**src/rtl/evt_enc16to4_pkg.sv**
```systemverilog
// Shared constants and FSM state type for the 16-to-4 event encoder.
package evt_enc16to4_pkg;

    localparam int ENC_N   = 16;
    localparam int ENC_IDW = 4;

    // IDLE: nothing presented; HOLD: id_o/id_valid presented to the consumer.
    typedef enum logic {
        S_IDLE = 1'b0,
        S_HOLD = 1'b1
    } state_t;

endpackage

```
**src/rtl/pick_first16.sv**
```systemverilog
// Combinational wrap-around search: first set bit of vec at or above start,
// wrapping 15->0. A start of 0 gives plain lowest-index priority.
module pick_first16
    import evt_enc16to4_pkg::*;
(
    input  logic [ENC_N-1:0]   vec,
    input  logic [ENC_IDW-1:0] start,
    output logic [ENC_IDW-1:0] idx,
    output logic               found,
    output logic [ENC_N-1:0]   onehot
);

    // vec rotated so that bit `start` lands at position 0.
    logic [ENC_N-1:0]   rot;
    logic [ENC_IDW-1:0] offset;

    for (genvar gi = 0; gi < ENC_N; gi++) begin : g_rot
        assign rot[gi] = vec[ENC_IDW'(gi) + start];
    end

    // Lowest set bit of the rotated vector is the first hit at/after start.
    always_comb begin
        offset = '0;
        found  = 1'b0;
        for (int i = ENC_N - 1; i >= 0; i--) begin
            if (rot[i]) begin
                offset = ENC_IDW'(i);
                found  = 1'b1;
            end
        end
    end

    assign idx = offset + start;

    // One-hot form of the chosen index, empty when nothing is set.
    for (genvar gi = 0; gi < ENC_N; gi++) begin : g_onehot
        assign onehot[gi] = found && (idx == ENC_IDW'(gi));
    end

endmodule

```
**src/rtl/evt_enc16to4.sv**
```systemverilog
// Sequential 16-to-4 event encoder: latches request lines into a pending
// register and drains them one ID per handshake, fixed-priority or round-robin.
module evt_enc16to4
    import evt_enc16to4_pkg::*;
#(
    parameter int RR_MODE = 0
) (
    input  logic               clk,
    input  logic               rst_n,
    input  logic               e,
    input  logic [ENC_N-1:0]   req,
    input  logic               clr_all,
    input  logic               id_ready,
    output logic [ENC_IDW-1:0] id_o,
    output logic               id_valid,
    output logic [ENC_N-1:0]   pend_o,
    output logic               overflow
);

    state_t             state_reg,  state_next;
    logic [ENC_N-1:0]   pend_reg,   pend_next;
    logic [ENC_IDW-1:0] id_reg,     id_next;
    logic               valid_reg,  valid_next;
    logic [ENC_IDW-1:0] rr_ptr_reg, rr_ptr_next;
    logic               ovf_reg,    ovf_next;

    logic [ENC_IDW-1:0] pick_start;
    logic [ENC_IDW-1:0] pick_idx;
    logic               pick_found;
    logic [ENC_N-1:0]   pick_onehot;
    logic               load;
    logic [ENC_N-1:0]   take_mask;
    logic [ENC_N-1:0]   req_gated;

    assign pick_start = (RR_MODE != 0) ? rr_ptr_reg : '0;
    assign req_gated  = req & {ENC_N{e}};

    pick_first16 u_pick (
        .vec    (pend_reg),
        .start  (pick_start),
        .idx    (pick_idx),
        .found  (pick_found),
        .onehot (pick_onehot)
    );

    // Next-state: FSM, pending update, round-robin pointer and overflow flag.
    always_comb begin
        state_next  = state_reg;
        id_next     = id_reg;
        valid_next  = valid_reg;
        rr_ptr_next = rr_ptr_reg;
        load        = 1'b0;

        unique case (state_reg)
            S_IDLE: begin
                if (pick_found) begin
                    load = 1'b1;
                end
            end
            S_HOLD: begin
                if (id_ready) begin
                    if (pick_found) begin
                        load = 1'b1;
                    end else begin
                        valid_next = 1'b0;
                        state_next = S_IDLE;
                    end
                end
            end
            default: state_next = S_IDLE;
        endcase

        if (load) begin
            id_next     = pick_idx;
            valid_next  = 1'b1;
            state_next  = S_HOLD;
            rr_ptr_next = pick_idx + ENC_IDW'(1);
        end

        take_mask = load ? pick_onehot : '0;
        pend_next = (pend_reg & ~take_mask) | req_gated;
        // A req landing on the bit being taken this cycle is a fresh event.
        ovf_next  = |(req_gated & pend_reg & ~take_mask);

        // Flush wins over everything; the round-robin position survives it.
        if (clr_all) begin
            pend_next   = '0;
            valid_next  = 1'b0;
            state_next  = S_IDLE;
            ovf_next    = 1'b0;
            id_next     = id_reg;
            rr_ptr_next = rr_ptr_reg;
        end
    end

    // State and output registers, cleared asynchronously.
    always_ff @(posedge clk or negedge rst_n) begin
        if (!rst_n) begin
            state_reg  <= S_IDLE;
            pend_reg   <= '0;
            id_reg     <= '0;
            valid_reg  <= 1'b0;
            rr_ptr_reg <= '0;
            ovf_reg    <= 1'b0;
        end else begin
            state_reg  <= state_next;
            pend_reg   <= pend_next;
            id_reg     <= id_next;
            valid_reg  <= valid_next;
            rr_ptr_reg <= rr_ptr_next;
            ovf_reg    <= ovf_next;
        end
    end

    assign id_o     = id_reg;
    assign id_valid = valid_reg;
    assign pend_o   = pend_reg;
    assign overflow = ovf_reg;

endmodule

```
**config.mk**
```make
export PLATFORM = sky130hd
export DESIGN_NAME = evt_enc16to4
export DESIGN_NICKNAME = d
export VERILOG_FILES = /design/src/rtl/evt_enc16to4_pkg.sv /design/src/rtl/pick_first16.sv /design/src/rtl/evt_enc16to4.sv
export SDC_FILE = /design/constraint.sdc
export NUM_CORES = 1
export LEC_CHECK = 0
export BUFFER_PORTS_ARGS = -buffer_cell sky130_fd_sc_hd__clkbuf_2
export CELL_PAD_IN_SITES_DETAIL_PLACEMENT = 0
export CELL_PAD_IN_SITES_GLOBAL_PLACEMENT = 2
export CORE_ASPECT_RATIO = 0.75
export CORE_MARGIN = 10
export CORE_UTILIZATION = 25
export CTS_BUF_LIST = sky130_fd_sc_hd__clkbuf_2 sky130_fd_sc_hd__clkbuf_4 sky130_fd_sc_hd__clkbuf_8
export DETAILED_ROUTE_END_ITERATION = 10
export GPL_TIMING_DRIVEN = 0
export MAX_ROUTING_LAYER = met4
export PLACE_DENSITY_LB_ADDON = 0.1
export SLEW_MARGIN = 20
export SYNTH_ARGS = -nofsm -noshare
export SYNTH_HDL_FRONTEND = slang
export SYNTH_SLANG_ARGS = --single-unit
export TNS_END_PERCENT = 100
```
**constraint.sdc**
```tcl
create_clock -name clk -period 3.6 [get_ports clk]
set_clock_uncertainty 0.05 [all_clocks]
set_input_delay 0.36 -clock clk [delete_from_list [all_inputs] [get_ports clk]]
set_output_delay 0.36 -clock clk [all_outputs]
set_load 0.05 [all_outputs]
```
**Yosys cells after proc, flatten, opt, wreduce, memory -nomap -nowiden**

Cells that the tools add are included.

- Bitwise logic cells: 8
- Reductions and logical operators: 22
- Muxes and demuxes: 47
- Equal/unequal tests: 16

Operators with widths:

| cell | count |
|---|---|
| $and 16x16->16 | 4 |
| $mux 4 | 16 |
| $eq 4x4->1 const B | 8 |
| $mux 16 | 2 |
| $mux 1 | 28 |
| $eq 4x3->1 const B | 4 |
| $logic_and 1x1->1 | 16 |
| $not 16->16 | 1 |
| $or 16x16->16 | 1 |
| $reduce_or 16->1 | 1 |
| $eq 4x2->1 const B | 2 |
| $reduce_bool 3->1 | 2 |
| $eq 4x1->1 const B | 1 |
| $logic_not 4->1 | 1 |
| $ne 3x3->1 const B | 1 |
| $reduce_and 3->1 | 1 |
| $not 1->1 | 2 |
| $pmux 1 s2 | 1 |
| $reduce_and 2->1 | 1 |

- Logic and storage cells: 98
- Flip-flop bits (word level): 23
- Output and inout bits: 22
- Bits of input ports: 21

**Depth between registers and ports, before layout**

Gate-level depths: netlist of the first run.

- Word-level depth: 24
- Mapped depth: 8
- Gate-level depth less buffers: 8

**Modules after synthesis**

Synthesis of the first run repeated with hierarchy kept, for this count alone.

- Cells, all modules: 270
- Area total of the unflattened synthesis: 2,781.4 um^2

Modules (own cells, without submodules):

| module | cells an instance | area an instance (um^2) | seq. area each (um^2) | instances |
|---|---|---|---|---|
| pick_first16 | 148 | 1,662.8 | 0.0 | 1 |
| evt_enc16to4 | 122 | 1,118.6 | 575.6 | 1 |

**Worst setup path after synthesis of the first run**

OpenSTA, ideal clock, no wires.

- Path type: reg2reg
- Start: reg pend_reg[7], in the netlist pend_o[7]
- End: reg ovf_reg, in the netlist overflow
- Stages on the path, launching flop included: 9
- Data arrival time: 2,500 ps
- Path buffers: 0
- Path slack: 924 ps
- Setup time: 126 ps
- Path through: dfrtp_1 -> nor2_1 -> o31ai_4 -> a22oi_2 -> a21o_1 -> o21ai_1 -> o22ai_1 -> or4_1 -> o311a_1

- Word-level cells in the longest chain between the ends: 16

Ends and longest elaborated chain:

| item | line | RTL |
|---|---|---|
| start: declaration | evt_enc16to4.sv:21 | `logic [ENC_N-1:0] pend_reg, pend_next;` |
| start signal: assignment | evt_enc16to4.sv:107 | `pend_reg <= pend_next;` |
| $mux 1 (8 in a row) | pick_first16.sv:26 | `if (rot[i]) begin` |
| $mux 1 | evt_enc16to4.sv:56, evt_enc16to4.sv:62 |  |
| $mux 1 | evt_enc16to4.sv:61 | `if (id_ready) begin` |
| $pmux 1 s2 | evt_enc16to4.sv:54 | `unique case (state_reg)` |
| $mux 16 | evt_enc16to4.sv:80 | `take_mask = load ? pick_onehot : '0;` |
| $not 16->16 | evt_enc16to4.sv:83 | `ovf_next = \|(req_gated & pend_reg & ~take_mask);` |
| $and 16x16->16 * | evt_enc16to4.sv:83 |  |
| $reduce_or 16->1 * | evt_enc16to4.sv:83 |  |
| $mux 1 * | evt_enc16to4.sv:86 | `if (clr_all) begin` |
| named net ovf_next | evt_enc16to4.sv:25 | `logic ovf_reg, ovf_next;` |
| end signal: assignment | evt_enc16to4.sv:111 | `ovf_reg <= ovf_next;` |
| end: declaration | evt_enc16to4.sv:25 |  |

Mark *: on every way through the listed nets, which the timed path passes. The rest lies on a longest branch.
A chain may end at the register's enable or synchronous reset.

**Worst setup path after layout of the first run**

- Start: reg pend_reg[0], in the netlist pend_o[0]
- End: reg ovf_reg, in the netlist overflow

- Word-level cells in the longest chain between the ends: 9

Ends and longest elaborated chain:

| item | line |
|---|---|
| $mux 1 | pick_first16.sv:26 |
| $mux 1 | evt_enc16to4.sv:56, evt_enc16to4.sv:62 |
| $mux 1 | evt_enc16to4.sv:61 |
| $pmux 1 s2 | evt_enc16to4.sv:54 |
| $mux 16 | evt_enc16to4.sv:80 |
| $not 16->16 | evt_enc16to4.sv:83 |
| $and 16x16->16 * | evt_enc16to4.sv:83 |
| $reduce_or 16->1 * | evt_enc16to4.sv:83 |
| $mux 1 * | evt_enc16to4.sv:86 |
| named net ovf_next | evt_enc16to4.sv:25 |

Marks and branches as above.

==> impl_metrics.env, run 1 <==
export IMPL_yosys_area_top_type_share_pct=44.1
export IMPL_yosys_cell_types_count=34
export IMPL_diodes=0
export IMPL_synth_edf_count=0
export IMPL_core_um2=4980
export IMPL_clkSlewWorstSetupHoldPaths_ns=0.09
export IMPL_rows=22
export IMPL_clock_sinks=23
export IMPL_portBuffers=40
export IMPL_netlist_instances=155
export IMPL_max_cap_violations=0
export IMPL_overflow=0
export IMPL_crit_path_top_delay_cell="or4_1"
export IMPL_p_seq_share_pct=41.8
export IMPL_detail_route_first_pass_iterations=4
export IMPL_drt_wl_total_um=4610
export IMPL_setup_ws_ns=0.823
export IMPL_syn_area_per_cell_um2=8.43
export IMPL_drt_initial_drc_count=56
export IMPL_setup_viol=0
export IMPL_drive_gt1_share_pct=26.6
export IMPL_synth_top_area_cell="dfrtp_1"
export IMPL_finalMaxSlewViolations=0
export IMPL_fmax_mhz=360
export IMPL_end_kind="register"
export IMPL_peakVddDrop_v=0.000152
export IMPL_fin_util_pct=33.0
export IMPL_ys_warn_count=0
export IMPL_cts_buffer_depth=2
export IMPL_postCtsHoldBufs=0
export IMPL_fin_tns_setup_ns=0
export IMPL_cts_setup_buffers=0
export IMPL_die_w_um=103
export IMPL_grt_max_degree=24
export IMPL_status="finished clean"
export IMPL_place_inst=267
export IMPL_dp_hpwl_um=3630
export IMPL_hold_class="in2async"
export IMPL_fin_crit_sh_pct=77.2
export IMPL_p_per_area_nw_per_um2=459
export IMPL_cp_max_fo=8
export IMPL_cts_root_buf="clkbuf_8"
export IMPL_dominantRegCellSynth="dfrtp_1"
export IMPL_stdcell_area_um2=1650
export IMPL_net_switching_power_uw=319
export IMPL_synth_cell_area_um2=1310
export IMPL_relSlewSlack_pct=46.4
export IMPL_leakage_uw=0.000761
export IMPL_die_area_um2=8550
export IMPL_cp_slowest_stage_delay_ns=0.58
export IMPL_grt_pass1_vias=1337
export IMPL_antenna_found_initial=0
export IMPL_ys_seq_elements=23
export IMPL_timing_final_hold_violations=0
export IMPL_wl_per_cell_um=17.0
export IMPL_dp_slack_ns=0.866
export IMPL_insertion_delay_ns=0.27
export IMPL_fin_nets=221
export IMPL_ios=43
export IMPL_fp_dieH_um=82.6
export IMPL_cts_resized=0
export IMPL_comb_power_share_pct=35.5
export IMPL_cp_start_kind="register"
export IMPL_cp_buffers_inverters=0
export IMPL_drc=0
export IMPL_swShare_pct=42.2
export IMPL_synth_area_top_cells="dfrtp_1 (44%), a21oi_1 (7.7%), nand2_1 (6.6%)"
export IMPL_async_flop_share_pct=100
export IMPL_dpl_cell_area_um2=1600
export IMPL_yosysSeqAreaShare_pct=44.1
export IMPL_rsz0062_at_grt="false"
export IMPL_cp_required_ns=3.71
export IMPL_cts_tree="done"
export IMPL_drtAntennaViolNets=0
export IMPL_start_util_pct=26.2
export IMPL_largest_reg_flops=16
export IMPL_via_per_inst=4.91
export IMPL_crit_family="simple AND/OR/NAND/NOR gates"
export IMPL_stdcell_count=271
export IMPL_areaGrowthSynthToFinish_pct=26.0
export IMPL_gp_congestion=0.814
export IMPL_worstSetupPathType="reg2reg"
export IMPL_cts_buffers=3
export IMPL_cp_cell_sequence="nor2_2 > and3_1 > a22o_1 > nand3_1 > o21ai_0 > o22ai_1 > or4_1 > o311a_1"
export IMPL_grt_pass1_wl_um=7110
export IMPL_clockPowerShare_pct=22.8
export IMPL_p_int_uw=437
export IMPL_worst_pin_slew_ns=0.796
export IMPL_synth_nets=176
export IMPL_grt_use_total_pct=11.2
export IMPL_period_needed_ns=2.78
export IMPL_dr_total_vias=1331
export IMPL_htreeDepth=1
export IMPL_critPathArrivalTime_ns=2.89
==> final cells by class <==
class,count,area (um^2)
inverters,9,33.8
repair buffers,40,200
well taps,72,90.1
multi-input cells,119,682
clock buffers,3,41.3
plain buffers,4,15.0
clock inverters,1,7.51
fillers,547,3340
flip-flops and latches,23,576
==> placed cells by master (no fill, tap or decap), drive strengths merged <==
master     n
clkbuf    47
nand2     24
dfrtp     23
a21oi     20
nor2      19
o21ai     15
inv        9
nand3      7
a22oi      5
nor4       5
nand2b     4
o22ai      3
o31ai      3
nor2b      1
nand3b     1
o31a       1
a221o      1
and3       1
a21o       1
a22o       1
or4        1
o21a       1
o221ai     1
a31oi      1
o211ai     1
o311a      1
nand4      1
clkinvlp   1
==> synth_stat cells (2+ instances only) <==
cell and instances:
nor2_1 17, a22oi_1 4, inv_1 9, o21ai_0 14
nand2_1 23, nand3_1 7, nand2b_1 4, clkbuf_1 4
nor4_1 3, o31ai_1 2, dfrtp_1 23, a21oi_1 20
o22ai_1 3, nor4_4 2
==> worst reg2reg max path, delay by kind of cell, from the launching register on <==
kind / cells / cell delay [ns]
flip-flops: 1 / 0.52
AND/OR/NAND/NOR: 4 / 1.18
AO/OA/AOI/OAI: 4 / 0.91
==> power by group through the flow <==
stage	Clock, uW	Sequential [uW]	Combinational, uW
final	172	316	268
after global routing	191	318	290
after CTS	177	315	269
after detailed placement	0	320	268
after global placement	0	319	269
after floorplan	0	398	107
==> worst paths after layout <==
path | to | from | slack [ns] | depth (start not counted)
max | overflow | pend_o[0] | 0.82 | 8
min | overflow | rst_n | 0.04 | 1
max reg2reg | overflow | pend_o[0] | 0.82 | 8
min reg2reg | id_o[0] | id_o[0] | 0.43 | 2
max in group asynchronous | id_o[3] | rst_n | 3.06 | 1
min in group clk | pend_o[13] | req[13] | 0.27 | 3
==> stage by stage <==
step                hold WS, ns  power (uW)
floorplan                0.0144         506
global placement          0.344         588
detailed placement        0.353         588
CTS                      0.0543         762
global route             0.0741         799
finish                   0.0361         755
==> kinds of logic (layout without fill, tap and decap cells) <==
| group | Yosys count | in the layout | share of synthesized area (%) |
|---|---|---|---|
| and+or+nand+nor | 64 | 64 | 25.5 |
| AOI/OAI and AO/OA | 55 | 55 | 26.7 |
| DFF | 23 | 23 | 44.1 |
| buffers and inverters | 13 | 57 | 3.74 |
==> per-layer routing <==
metal  routed length (um)  up-vias  GRT usage [%]  part of all wire [%]
met2                 1970       40           16.6                    43
met1                 2300      642           15.1                    50
met3                  321        2           3.15                   7.0
met4                   15        0           1.39                  0.33
li1                     -      647              -                     -
met5                    0        -              -                     0
Power figures use the tool's default switching activity.
==> run 2, diff against run 1 <==
Clock period 3.6 ns to 2.56 ns, I/O delays scaled along.
==> run 2 against run 1 <==
Net effect: sequential power is 43% higher; clock-buffer cell count is the same; non-clock buffer count up 10; worst setup slack got worse by 0.72 ns; sequential share of layout area down 2.2 points; first-iteration DRC count decreased by 5.4%; hold slack gained 0.13 ns; utilization rose by 3.0 points; fmax rose by 13%; register-to-register slack worse by 0.72 ns; largest cell class unchanged; final area grew 9.2%.
==> impl_metrics.env, run 2 (synthesis results as in run 1) <==
export IMPL_status="finished clean"
export IMPL_p_seq_share_pct=40.6
export IMPL_fin_crit_sh_pct=96.1
export IMPL_comb_power_share_pct=38.1
export IMPL_swShare_pct=42.0
export IMPL_use_met3_pct=3.40
export IMPL_drt_wl_total_um=4850
export IMPL_multiInputGateArea_um2=744
export IMPL_gp_congestion=0.797
export IMPL_antenna_found_initial=0
export IMPL_finalHoldWorstSlack_ns=0.167
export IMPL_critPathArrivalTime_ns=2.57
export IMPL_die_w_um=103
export IMPL_net_switching_power_uw=466
export IMPL_place_inst=267
export IMPL_fin_nets=231
export IMPL_end_kind="register"
export IMPL_crit_path_top_delay_cell="dfrtp_2"
export IMPL_dp_slack_ns=-0.159
export IMPL_core_um2=4980
export IMPL_cp_slowest_stage_delay_ns=0.50
export IMPL_via_per_inst=4.98
export IMPL_portBuffers=40
export IMPL_dp_hpwl_um=3660
export IMPL_cp_required_ns=2.67
export IMPL_fin_util_pct=36.1
export IMPL_p_int_uw=645
export IMPL_die_area_um2=8550
export IMPL_clkSlewWorstSetupHoldPaths_ns=0.09
export IMPL_period_needed_ns=2.46
export IMPL_cts_root_buf="clkbuf_8"
export IMPL_crit_start="pend_o[5]"
export IMPL_hold_path_depth=3
export IMPL_fp_dieH_um=82.6
export IMPL_rows=22
export IMPL_stdcell_count=281
export IMPL_drt_initial_drc_count=53
export IMPL_fillers=546
export IMPL_cts_buffer_depth=2
export IMPL_fin_total_pwr_uw=1110
export IMPL_leakage_uw=0.000824
export IMPL_grtUsageMet1_pct=16.7
export IMPL_min_from="req[11]"
export IMPL_clock_sinks=23
export IMPL_finalMaxSlewViolations=0
export IMPL_relSlewSlack_pct=45.9
export IMPL_reg2regPathDepth=8
export IMPL_overflow=0
export IMPL_cp_start_kind="register"
export IMPL_use_met2_pct=17.6
export IMPL_crit_reg2reg_launch="pend_o[5]"
export IMPL_detail_route_first_pass_iterations=4
export IMPL_grt_pass1_vias=1471
export IMPL_cts_tree="done"
export IMPL_drive_gt1_share_pct=40.2
export IMPL_grt_use_total_pct=12.3
export IMPL_areaGrowthSynthToFinish_pct=37.5
export IMPL_timing_final_hold_violations=0
export IMPL_setup_viol=0
export IMPL_final_cell_mix="clkbuf_2 (40), nand2_1 (22), a21oi_1 (20)"
export IMPL_ios=43
export IMPL_grt_most_used_layer="met2"
export IMPL_p_per_area_nw_per_um2=618
export IMPL_cp_max_fo=7
export IMPL_r2r_end="overflow"
export IMPL_final_common_cell="clkbuf_2"
export IMPL_start_util_pct=26.2
export IMPL_diodes=0
export IMPL_clockPowerShare_pct=21.3
export IMPL_dr_total_vias=1399
export IMPL_final_seq_area_um2=589
export IMPL_whs_endpoint="pend_o[11]"
export IMPL_hold_class="in2reg"
export IMPL_worst_pin_slew_ns=0.804
export IMPL_fmax_mhz=406
export IMPL_grt_pass1_wl_um=7890
export IMPL_setup_ws_ns=0.0993
export IMPL_wl_per_cell_um=17.2
export IMPL_drtAntennaViolNets=0
export IMPL_peakVddDrop_v=0.000224
export IMPL_htreeDepth=1
export IMPL_drc=0
export IMPL_grt_max_degree=24
export IMPL_cts_buffers=3
export IMPL_cp_cell_sequence="nor2_1 > and3_1 > a22o_1 > nand3_2 > o21ai_0 > o22ai_1 > or4_4 > o311a_1"
export IMPL_insertion_delay_ns=0.27
export IMPL_worstSetupPathType="reg2reg"
export IMPL_timing_reg2reg_setup_slack_ns=0.1
export IMPL_max_cap_violations=0
export IMPL_largest_reg_flops=16
## run 2: cell types whose count changed in the layout (fill, tap and decap cells not counted), moves of 3 or more
cell	delta
buf_4	+9
dfrtp_1	-11
dfrtp_2	+11
o21ai_0	-3
o21ai_2	+4
## run 2: area by class of cell
class	instances	area share (%)
multi-input cells	119	41.4
flip-flops and latches	23	32.8
repair buffers	50	15.5
clock buffers	3	2.30
plain buffers	4	0.836
well taps	72	5.01
inverters	9	1.88
clock inverters	1	0.279
## run 2: worst max path at each step
stage	to	slack (ns)	cells after the start
detailed placement	overflow	-0.16	6
floorplan	overflow	0.007	8
global placement	overflow	-0.22	6
CTS	overflow	0.003	8
finish	overflow	0.1	8
global route	overflow	-0.02	9
## run 2: routing by layer
metal,vias up,wire [um]
li1,668,-
met1,673,2290
met2,52,2090
met3,6,397
met4,0,69
met5,-,0
## run 2: what timing repair did
action	in CTS	in global routing
endpoints found under the hold margin	23	0
gates cloned	0	0
buffers inserted	4	5
hold buffers	1	0
setup endpoints to repair	1	1
pin swaps	3	8
resized for setup	7	10
## run 2: metrics by stage
stage               TNS, ns  instance area [um^2]
finish                    0                  1800
global placement     -0.217                  1610
floorplan                 0                  1320
CTS                       0                  1710
global route        -0.0198                  1800
detailed placement   -0.159                  1610
## run 2: critical path: cells and delay by family (launching register included)
kind | cells | cell delay (ns)
DFF | 1 | 0.50
and+or+nand+nor | 4 | 0.92
AOI/OAI and AO/OA | 4 | 0.88
## run 2: power by group through the flow
stage / Combinational, uW / Clock (uW) / Sequential, uW
finish: 423 / 237 / 451
global placement: 379 / 0 / 451
CTS: 396 / 244 / 449
detailed placement: 376 / 0 / 454
global route: 460 / 261 / 458
floorplan: 151 / 0 / 563
